## src/rtl/codec_cfg_sequencer.sv

```systemverilog
// -----------------------------------------------------------------------------
// codec_cfg_sequencer
//
// Power-up configuration sequencer for the WM8731 audio codec. After reset (or
// a start pulse) it waits for the codec supply to settle. It then walks a fixed
// table of eleven register writes. Each write goes to the i2c master as a
// 24-bit packet {8'h34, reg_addr[6:0], reg_data[8:0]}, using the master's
// packet / write-strobe / idle handshake.
//
// Parameters
//   POWERUP_DLY   cycles to wait after reset/start before the first write
//   GAP_CYCLES    cycles between the end of one write and the next strobe
//   BUSY_TIMEOUT  max cycles from wr_i2c until i2c_idle must drop
//   AUTO_START    1: run automatically after reset, 0: wait for start
//
// Ports
//   clk         in   system clock, rising edge
//   reset       in   asynchronous active-high reset
//   start       in   one-cycle pulse, (re)runs the table from IDLE or DONE
//   i2c_idle    in   i2c master ready (1) / transfer in progress (0)
//   vol_req     in   (CODEC_VOL_EN only) request a headphone volume write
//   vol_level   in   (CODEC_VOL_EN only) 7-bit headphone volume
//   i2c_packet  out  24-bit packet, held from wr_i2c until the next issue
//   wr_i2c      out  one-cycle write strobe to the i2c master
//   busy        out  sequence running
//   done        out  all entries written, held until start/reset
//   error       out  handshake timeout, held until start/reset
//   step        out  table index being or last written (4'hF: volume write)
//
// Optional feature: define CODEC_VOL_EN to add the vol_req/vol_level ports.
// With the macro, DONE accepts single volume writes to R2.
// -----------------------------------------------------------------------------
module codec_cfg_sequencer #(
   parameter int POWERUP_DLY  = 1000,
   parameter int GAP_CYCLES   = 16,
   parameter int BUSY_TIMEOUT = 64,
   parameter bit AUTO_START   = 1'b1
) (
   input  logic        clk,
   input  logic        reset,
   input  logic        start,
   input  logic        i2c_idle,
`ifdef CODEC_VOL_EN
   input  logic        vol_req,
   input  logic [6:0]  vol_level,
`endif
   output logic [23:0] i2c_packet,
   output logic        wr_i2c,
   output logic        busy,
   output logic        done,
   output logic        error,
   output logic [3:0]  step
);

   // One shared counter serves WAIT_START, WAIT_BUSY and GAP because those
   // states are mutually exclusive. It is sized for the largest of the three.
   localparam int CNT_MAX = (POWERUP_DLY > GAP_CYCLES)
                          ? ((POWERUP_DLY > BUSY_TIMEOUT) ? POWERUP_DLY : BUSY_TIMEOUT)
                          : ((GAP_CYCLES  > BUSY_TIMEOUT) ? GAP_CYCLES  : BUSY_TIMEOUT);
   localparam int CW = $clog2(CNT_MAX + 1);

   localparam logic [CW-1:0] PD_LAST  = CW'(POWERUP_DLY - 1);
   localparam logic [CW-1:0] GAP_LAST = CW'(GAP_CYCLES - 1);
   localparam logic [CW-1:0] BT_LAST  = CW'(BUSY_TIMEOUT - 1);
   localparam logic [3:0]    LAST_STEP = 4'd10;
   localparam logic [7:0]    DEV_ADDR  = 8'h34;

   typedef enum logic [2:0] {
      S_IDLE,
      S_WAIT_START,
      S_ISSUE,
      S_WAIT_BUSY,
      S_WAIT_IDLE,
      S_GAP,
      S_DONE
   } state_t;

   localparam state_t RESET_STATE = AUTO_START ? S_WAIT_START : S_IDLE;

   state_t        state_q, state_d;
   logic [CW-1:0] cnt_q, cnt_d, cnt_inc;
   logic [3:0]    step_q, step_d;
   logic [23:0]   packet_q, packet_d;
   logic          busy_q, busy_d;
   logic          done_q, done_d;
   logic          error_q, error_d;
`ifdef CODEC_VOL_EN
   logic          vol_q, vol_d;
`endif

   // Configuration table: {reg_addr[6:0], reg_data[8:0]}.
   function automatic logic [15:0] table_word(input logic [3:0] idx);
      case (idx)
         4'd0:    table_word = {7'd15, 9'h000};   // reset
         4'd1:    table_word = {7'd6,  9'h000};   // power down control
         4'd2:    table_word = {7'd0,  9'h017};   // left line in
         4'd3:    table_word = {7'd1,  9'h017};   // right line in
         4'd4:    table_word = {7'd2,  9'h079};   // left headphone
         4'd5:    table_word = {7'd3,  9'h079};   // right headphone
         4'd6:    table_word = {7'd4,  9'h012};   // analogue path
         4'd7:    table_word = {7'd5,  9'h000};   // digital path
         4'd8:    table_word = {7'd7,  9'h002};   // I2S, 16 bit
         4'd9:    table_word = {7'd8,  9'h000};   // 48 kHz, normal
         default: table_word = {7'd9,  9'h001};   // active
      endcase
   endfunction

   // Saturating increment: the counter never wraps, even if a state were held
   // far longer than its parameter.
   assign cnt_inc = (cnt_q == {CW{1'b1}}) ? cnt_q : cnt_q + CW'(1);

   always_ff @(posedge clk or posedge reset) begin
      if (reset) begin
         state_q  <= RESET_STATE;
         cnt_q    <= '0;
         step_q   <= '0;
         packet_q <= '0;
         busy_q   <= 1'b0;
         done_q   <= 1'b0;
         error_q  <= 1'b0;
`ifdef CODEC_VOL_EN
         vol_q    <= 1'b0;
`endif
      end else begin
         state_q  <= state_d;
         cnt_q    <= cnt_d;
         step_q   <= step_d;
         packet_q <= packet_d;
         busy_q   <= busy_d;
         done_q   <= done_d;
         error_q  <= error_d;
`ifdef CODEC_VOL_EN
         vol_q    <= vol_d;
`endif
      end
   end

   always_comb begin
      state_d  = state_q;
      cnt_d    = cnt_q;
      step_d   = step_q;
      packet_d = packet_q;
      done_d   = done_q;
      error_d  = error_q;
      wr_i2c   = 1'b0;
`ifdef CODEC_VOL_EN
      vol_d    = vol_q;
`endif

      case (state_q)
         S_IDLE: begin
            if (start) begin
               state_d = S_WAIT_START;
               cnt_d   = '0;
               step_d  = '0;
               done_d  = 1'b0;
               error_d = 1'b0;
            end
         end

         S_DONE: begin
            if (start) begin
               state_d = S_WAIT_START;
               cnt_d   = '0;
               step_d  = '0;
               done_d  = 1'b0;
               error_d = 1'b0;
            end
`ifdef CODEC_VOL_EN
            else if (vol_req) begin
               // R2 with LRHPBOTH and LZCEN set, so both channels follow.
               state_d  = S_ISSUE;
               packet_d = {DEV_ADDR, 7'd2, 1'b1, 1'b1, vol_level};
               vol_d    = 1'b1;
               done_d   = 1'b0;
            end
`endif
         end

         S_WAIT_START: begin
            if (cnt_q == PD_LAST) begin
               state_d  = S_ISSUE;
               packet_d = {DEV_ADDR, table_word(step_q)};
            end else begin
               cnt_d = cnt_inc;
            end
         end

         // The strobe is gated by i2c_idle combinationally, so it can never
         // appear while the master reports a transfer in progress.
         S_ISSUE: begin
            if (i2c_idle) begin
               wr_i2c  = 1'b1;
               state_d = S_WAIT_BUSY;
               cnt_d   = '0;
            end
         end

         S_WAIT_BUSY: begin
            if (!i2c_idle) begin
               state_d = S_WAIT_IDLE;
            end else if (cnt_q == BT_LAST) begin
               state_d = S_IDLE;
               error_d = 1'b1;
`ifdef CODEC_VOL_EN
               vol_d   = 1'b0;
`endif
            end else begin
               cnt_d = cnt_inc;
            end
         end

         S_WAIT_IDLE: begin
            if (i2c_idle) begin
`ifdef CODEC_VOL_EN
               if (vol_q) begin
                  state_d = S_DONE;
                  done_d  = 1'b1;
                  vol_d   = 1'b0;
               end else
`endif
               if (step_q == LAST_STEP) begin
                  state_d = S_DONE;
                  done_d  = 1'b1;
               end else begin
                  state_d = S_GAP;
                  step_d  = step_q + 4'd1;
                  cnt_d   = '0;
               end
            end
         end

         S_GAP: begin
            if (cnt_q == GAP_LAST) begin
               state_d  = S_ISSUE;
               packet_d = {DEV_ADDR, table_word(step_q)};
            end else begin
               cnt_d = cnt_inc;
            end
         end

         default: state_d = S_IDLE;
      endcase
   end

   // busy is registered from the next state. It therefore reads 0 during
   // reset, even though the FSM may already sit in WAIT_START.
   assign busy_d = (state_d != S_IDLE) && (state_d != S_DONE);

   assign i2c_packet = packet_q;
   assign busy       = busy_q;
   assign done       = done_q;
   assign error      = error_q;
`ifdef CODEC_VOL_EN
   assign step       = vol_q ? 4'hF : step_q;
`else
   assign step       = step_q;
`endif

endmodule
```

## config.mk

```make
export PLATFORM = sky130hd
export DESIGN_NAME = codec_cfg_sequencer
export DESIGN_NICKNAME = d
export VERILOG_FILES = /design/src/rtl/codec_cfg_sequencer.sv
export SDC_FILE = /design/constraint.sdc
export NUM_CORES = 1
export LEC_CHECK = 0
export ABC_AREA = 1
export CAP_MARGIN = 30
export CORE_MARGIN = 2
export CORE_UTILIZATION = 53
export DETAILED_ROUTE_END_ITERATION = 10
export PLACE_DENSITY = 0.84
export SETUP_SLACK_MARGIN = 0.3
export SYNTH_ARGS = -nofsm -noshare
export SYNTH_HDL_FRONTEND = slang
export SYNTH_SLANG_ARGS = --single-unit
```

## constraint.sdc

```tcl
create_clock -name clk -period 1.99 [get_ports clk]
set_input_delay 0.597 -clock clk [delete_from_list [all_inputs] [get_ports clk]]
set_output_delay 0.597 -clock clk [all_outputs]
set_load 0.005 [all_outputs]
```

# == Yosys cells after proc, flatten, opt, wreduce, memory -nomap -nowiden ==
# Memory sizes are Yosys's and may differ from the RTL's.
# Index checks and enable logic that the tools add are counted.
# word_totals
n_memories,2
out_inout_bits,32
elab_cells,83
rom_bits,352
regBits,44
in_bits,4
# memory_table
name,words,width,rd,rd_ports_with_merged_regs,write_ports,line,text
(no name shown),16,11,1,0,0,93,case (idx)
(no name shown),16,11,1,0,0,93,
# classes
add_sub_neg,2
reduce_logical,13
muxes,35
n_eq_ne,24
# ops
cell,n
$mux 10,9
$pmux 10 s6,1
$mux 24,2
$pmux 24 s2,1
$ne 2x2->1 const B,11
$mux 3,7
$eq 10x10->1 const B,2
$pmux 3 s6,1
$mux 4,3
$reduce_and 4->1,3
$add 10x1->10 const B,1
$eq 10x4->1 const B,1
$eq 10x6->1 const B,1
$eq 3x3->1 const B,3
$reduce_and 9->1,1
$pmux 4 s2,1
$mux 1,7
$eq 3x2->1 const B,2
$reduce_bool 2->1,3
$reduce_bool 6->1,1
$add 4x1->4 const B,1
$eq 4x4->1 const B,1
$pmux 1 s2,2
$eq 3x1->1 const B,1
other kinds (8),8

# == Logic depth before layout (Yosys ltp) ==
# logic_depth
ltp_word,6
ltp_mapped,10

# == Worst setup path before layout ==
# Ideal clock, no wire load.
# synth_timing
kind,reg2reg
from,"register step_q[0], in the netlist step[0]"
to,register cnt_q[0]
setup_time_ps,65
t_arrival_ps,1438
synth_period_minus_slack_ps,1503
stages_incl_launch_ff,10
path_buffers,0
required_time_ps,1925
setup_slack_ps,487
path_cell_list,dfrtp_1 inv_1 ha_1 nand3_1 nor2_1 nor2_2 nand3_2 nor2_4 nand3_1 nand2_1
# synth_between
elab_chain_cells,3
# synth_rtl
item,line,text
from (decl),82,"logic [3:0] step_q, step_d;"
from (signal assigned),127,step_q <= step_d;
$eq 4x4->1,222,if (step_q == LAST_STEP) begin
$ne 2x2->1 (no line),-,
$reduce_and 9->1 (no line),-,
to (signal assigned),126,cnt_q <= cnt_d;
to (decl),81,"logic [CW-1:0] cnt_q, cnt_d, cnt_inc;"
# Every way passes these cells.
# A chain may end at the register's enable or synchronous reset.

# == Worst setup path in the final report ==
# layout_timing
from,register state_q[0]
to,output wr_i2c
# layout_between
elab_chain_cells,2
# layout_rtl
item,line,text
from (decl),80,"state_t state_q, state_d;"
from (signal assigned),125,state_q <= state_d;
$eq 3x2->1,150,case (state_q)
$mux 1,150,
to (decl),48,"output logic wr_i2c,"
# Every way passes these cells.

==> flow_summary.yaml <==
synth:
  syn_inst: 296
  synthTopCellsByArea: "dfrtp_1, nand2_1, nand3_1, ha_1, inv_1"
  ys_warn_count: 0
  synth_edf_count: 0
  ys.flop_type: "dfrtp_1"
  yosysTopAreaCell: "dfrtp_1"
  synth.distinct_cells: 32
  synth.avg_cell_area_sq_um: 7.14
  yosys-top-cells-count: "nand2_1, nand3_1, inv_1"
  ys_ff_latch: 30
  yosysMostFrequentCell: "nand2_1"
  yosysSeqAreaShare_pct: 35.6
  async_flop_share_pct: 100
  synth.cell_area_sq_um: 2110
  synth_top_area_share_pct: 34.3
layout:
  postLayoutCellArea_sq_um: 2710
  diodes: 0
  drive_gt1_share_pct: 23.6
  fin_nets: 360
  syn_to_final_growth_pct: 28.2
hold_path:
  worstHoldStart: "i2c_packet[1]"
  hold_path.class: "reg -> reg"
  hold_depth: 2
sta:
  max_freq_mhz: 564
  hold_ws_ps: 486
  skew_ps: 11.1
  maxSlewViolCount: 0
  final-hold-violation-count: 0
  setup-tns-final_ps: 0
  rsz0062_at_grt: "true"
  setup_viol: 0
  period_share_pct: 89.1
  fin_crit_ps: 1770
grt:
  grt_max_degree: 25
  use_met1_pct: 28.4
  grtUsageMet3_pct: 5.67
  grt_pass1_vias: 1900
  top_usage_layer: "met2"
  globalRouteMet2Util_pct: 42.3
  grt.total_usage_pct: 24.2
  antenna_found_initial: 0
  grt_pass1_wl_um: 8160
  grt_overflow_total: 0
outcome:
  status: "complete, no violations"
placement:
  dpl_cell_area_sq_um: 2410
  place_hpwl_um: 3360
  gp_congestion: 0.871
  numPortBuffers: 25
routing:
  wl_um: 5360
  viasPerCell: 5.28
  wire_per_inst_um: 13.6
  first_pass_iters: 5
  drcViolationCount: 0
  via_count: 2086
  drtIter0Drc: 127
  postRouteAntennaNets: 0
critical_path:
  startpoint: "state_q[0]"
  crit_fanout: 2
  crit_type: "reg -> out"
  worstPathArrival_ps: 1180
  start_kind: "flop"
  rr_startpoint: "step[0]"
  reg2reg_depth: 11
  crit_path_end_kind: "output pin"
  cp_data_required_time_ps: 1390
cts:
  clock_latency_ps: 290
  numCtsBuffers: 5
  h-tree-depth: 2
  tritoncts: "built"
  cts_max_path_buffers: 2
  clockRootBuffer: "clkbuf_8"
  ctsHoldBuffers: 0
  clk_pin_slew_ps: 60
  clock_sinks: 30
floorplanning:
  core.rowCount: 22
  io_pins: 36
  dieArea_sq_um: 4510
  coreArea_sq_um: 3740
  die_w_um: 67.2
  die_h_um: 67.2
  start_util_pct: 56.5
pwr:
  total_power_mw: 1.77
  p_per_area_nw_per_um2: 652
  peakVddDrop_uv: 339
  p_leak_nw: 1.56
run:
  cap_violations: 0
[power by group]
group / internal (mW) / switching (mW)
Combinational: 0.226 / 0.273
Sequential: 0.680 / 0.0796
Clock: 0.278 / 0.231
Total: 1.18 / 0.584
[per-stage QoR]
| stage | setup slack, ps | utilization (%) | cells |
|---|---|---|---|
| final | 217 | 72.4 | 395 |
| after global routing | 172 | 72.4 | 395 |
| after CTS | 213 | 68.9 | 389 |
| after detailed placement | -343 | 64.5 | 371 |
| after global placement | -317 | 64.5 | 371 |
| after floorplan | 487 | - | 305 |
[critical path: stages, from the launching register on]
cell and delay [ps]:
dfstp_2 540, inv_2 40, nand2_2 50, inv_2 40, nand3_2 60, inv_1 40, buf_2 120
[area by class of cell]
cell class	count	area [sq um]
Multi-Input combinational cell	223	1220
Fill cell	275	1030
Sequential cell	30	754
Timing Repair Buffer	49	433
Inverter	37	149
Clock buffer	7	86.3
Tap cell	48	60.1
Clock inverter	1	5.00
[cell families (layout without fill, tap and decap cells)]
logic type	after synthesis	after routing	synth area share, %
other	1	10	0.177
and+or+nand+nor	178	180	38.4
xor gates and xnor gates	3	3	1.24
AOI/OAI and AO/OA	20	20	5.74
adders and majority gates	10	10	5.92
buffers and inverters	54	94	13.0
DFF	30	30	35.6
[state kept, by name, summed over array words and instances, names as in the netlist]
signal / flops
busy: 1
cnt_q: 10
done: 1
error: 1
i2c_packet: 10
state_q: 3
step: 4
[cell usage in the layout, fill, tap and decap left out, types with 2 or more instances in the layout]
cell type        count
nor2_4               5
buf_12               2
nand2_1             89
inv_2                6
o21ai_1              3
nand3_2              8
or2_2                3
nand4_1              2
ha_2                 2
o21ai_0              8
nand2_4              3
clkbuf_8             6
buf_4               20
nand3_1             35
buf_6                2
clkdlybuf4s15_1      2
a21oi_1              2
nor2_1              18
o21ai_2              2
conb_1              10
dfrtp_1             27
inv_1               29
dfrtp_2              2
nand2_2              8
clkdlybuf4s50_1      2
nand3_4              2
dlygate4sd2_1       20
xor2_1               3
nor2_2               5
ha_1                 8
[repair_timing]
| item | in CTS | in global routing |
|---|---|---|
| buffers inserted | 9 | 5 |
| cloned | 1 | 1 |
| setup endpoints to repair | 34 | 21 |
| pin swaps | 2 | 8 |
| resized for setup | 37 | 27 |
[worst paths after layout]
kind	endpoint	slack [ps]
min in group asynchronous	cnt_q[3]	600
worst max-delay path	wr_i2c	220
max in group asynchronous	step[1]	940
worst min register to register	i2c_packet[1]	490
worst max register to register	busy	330
worst min-delay path	i2c_packet[1]	490
[per-layer routing]
| metal | wire length, um | share of wire, % | vias to the layer above |
|---|---|---|---|
| met5 | 0 | 0 | - |
| met4 | 117 | 2.2 | 0 |
| met3 | 294 | 5.5 | 18 |
| met2 | 2720 | 51 | 73 |
| met1 | 2220 | 42 | 981 |
| li1 | - | - | 1014 |
Note: power is estimated with default switching activity, not from simulation.
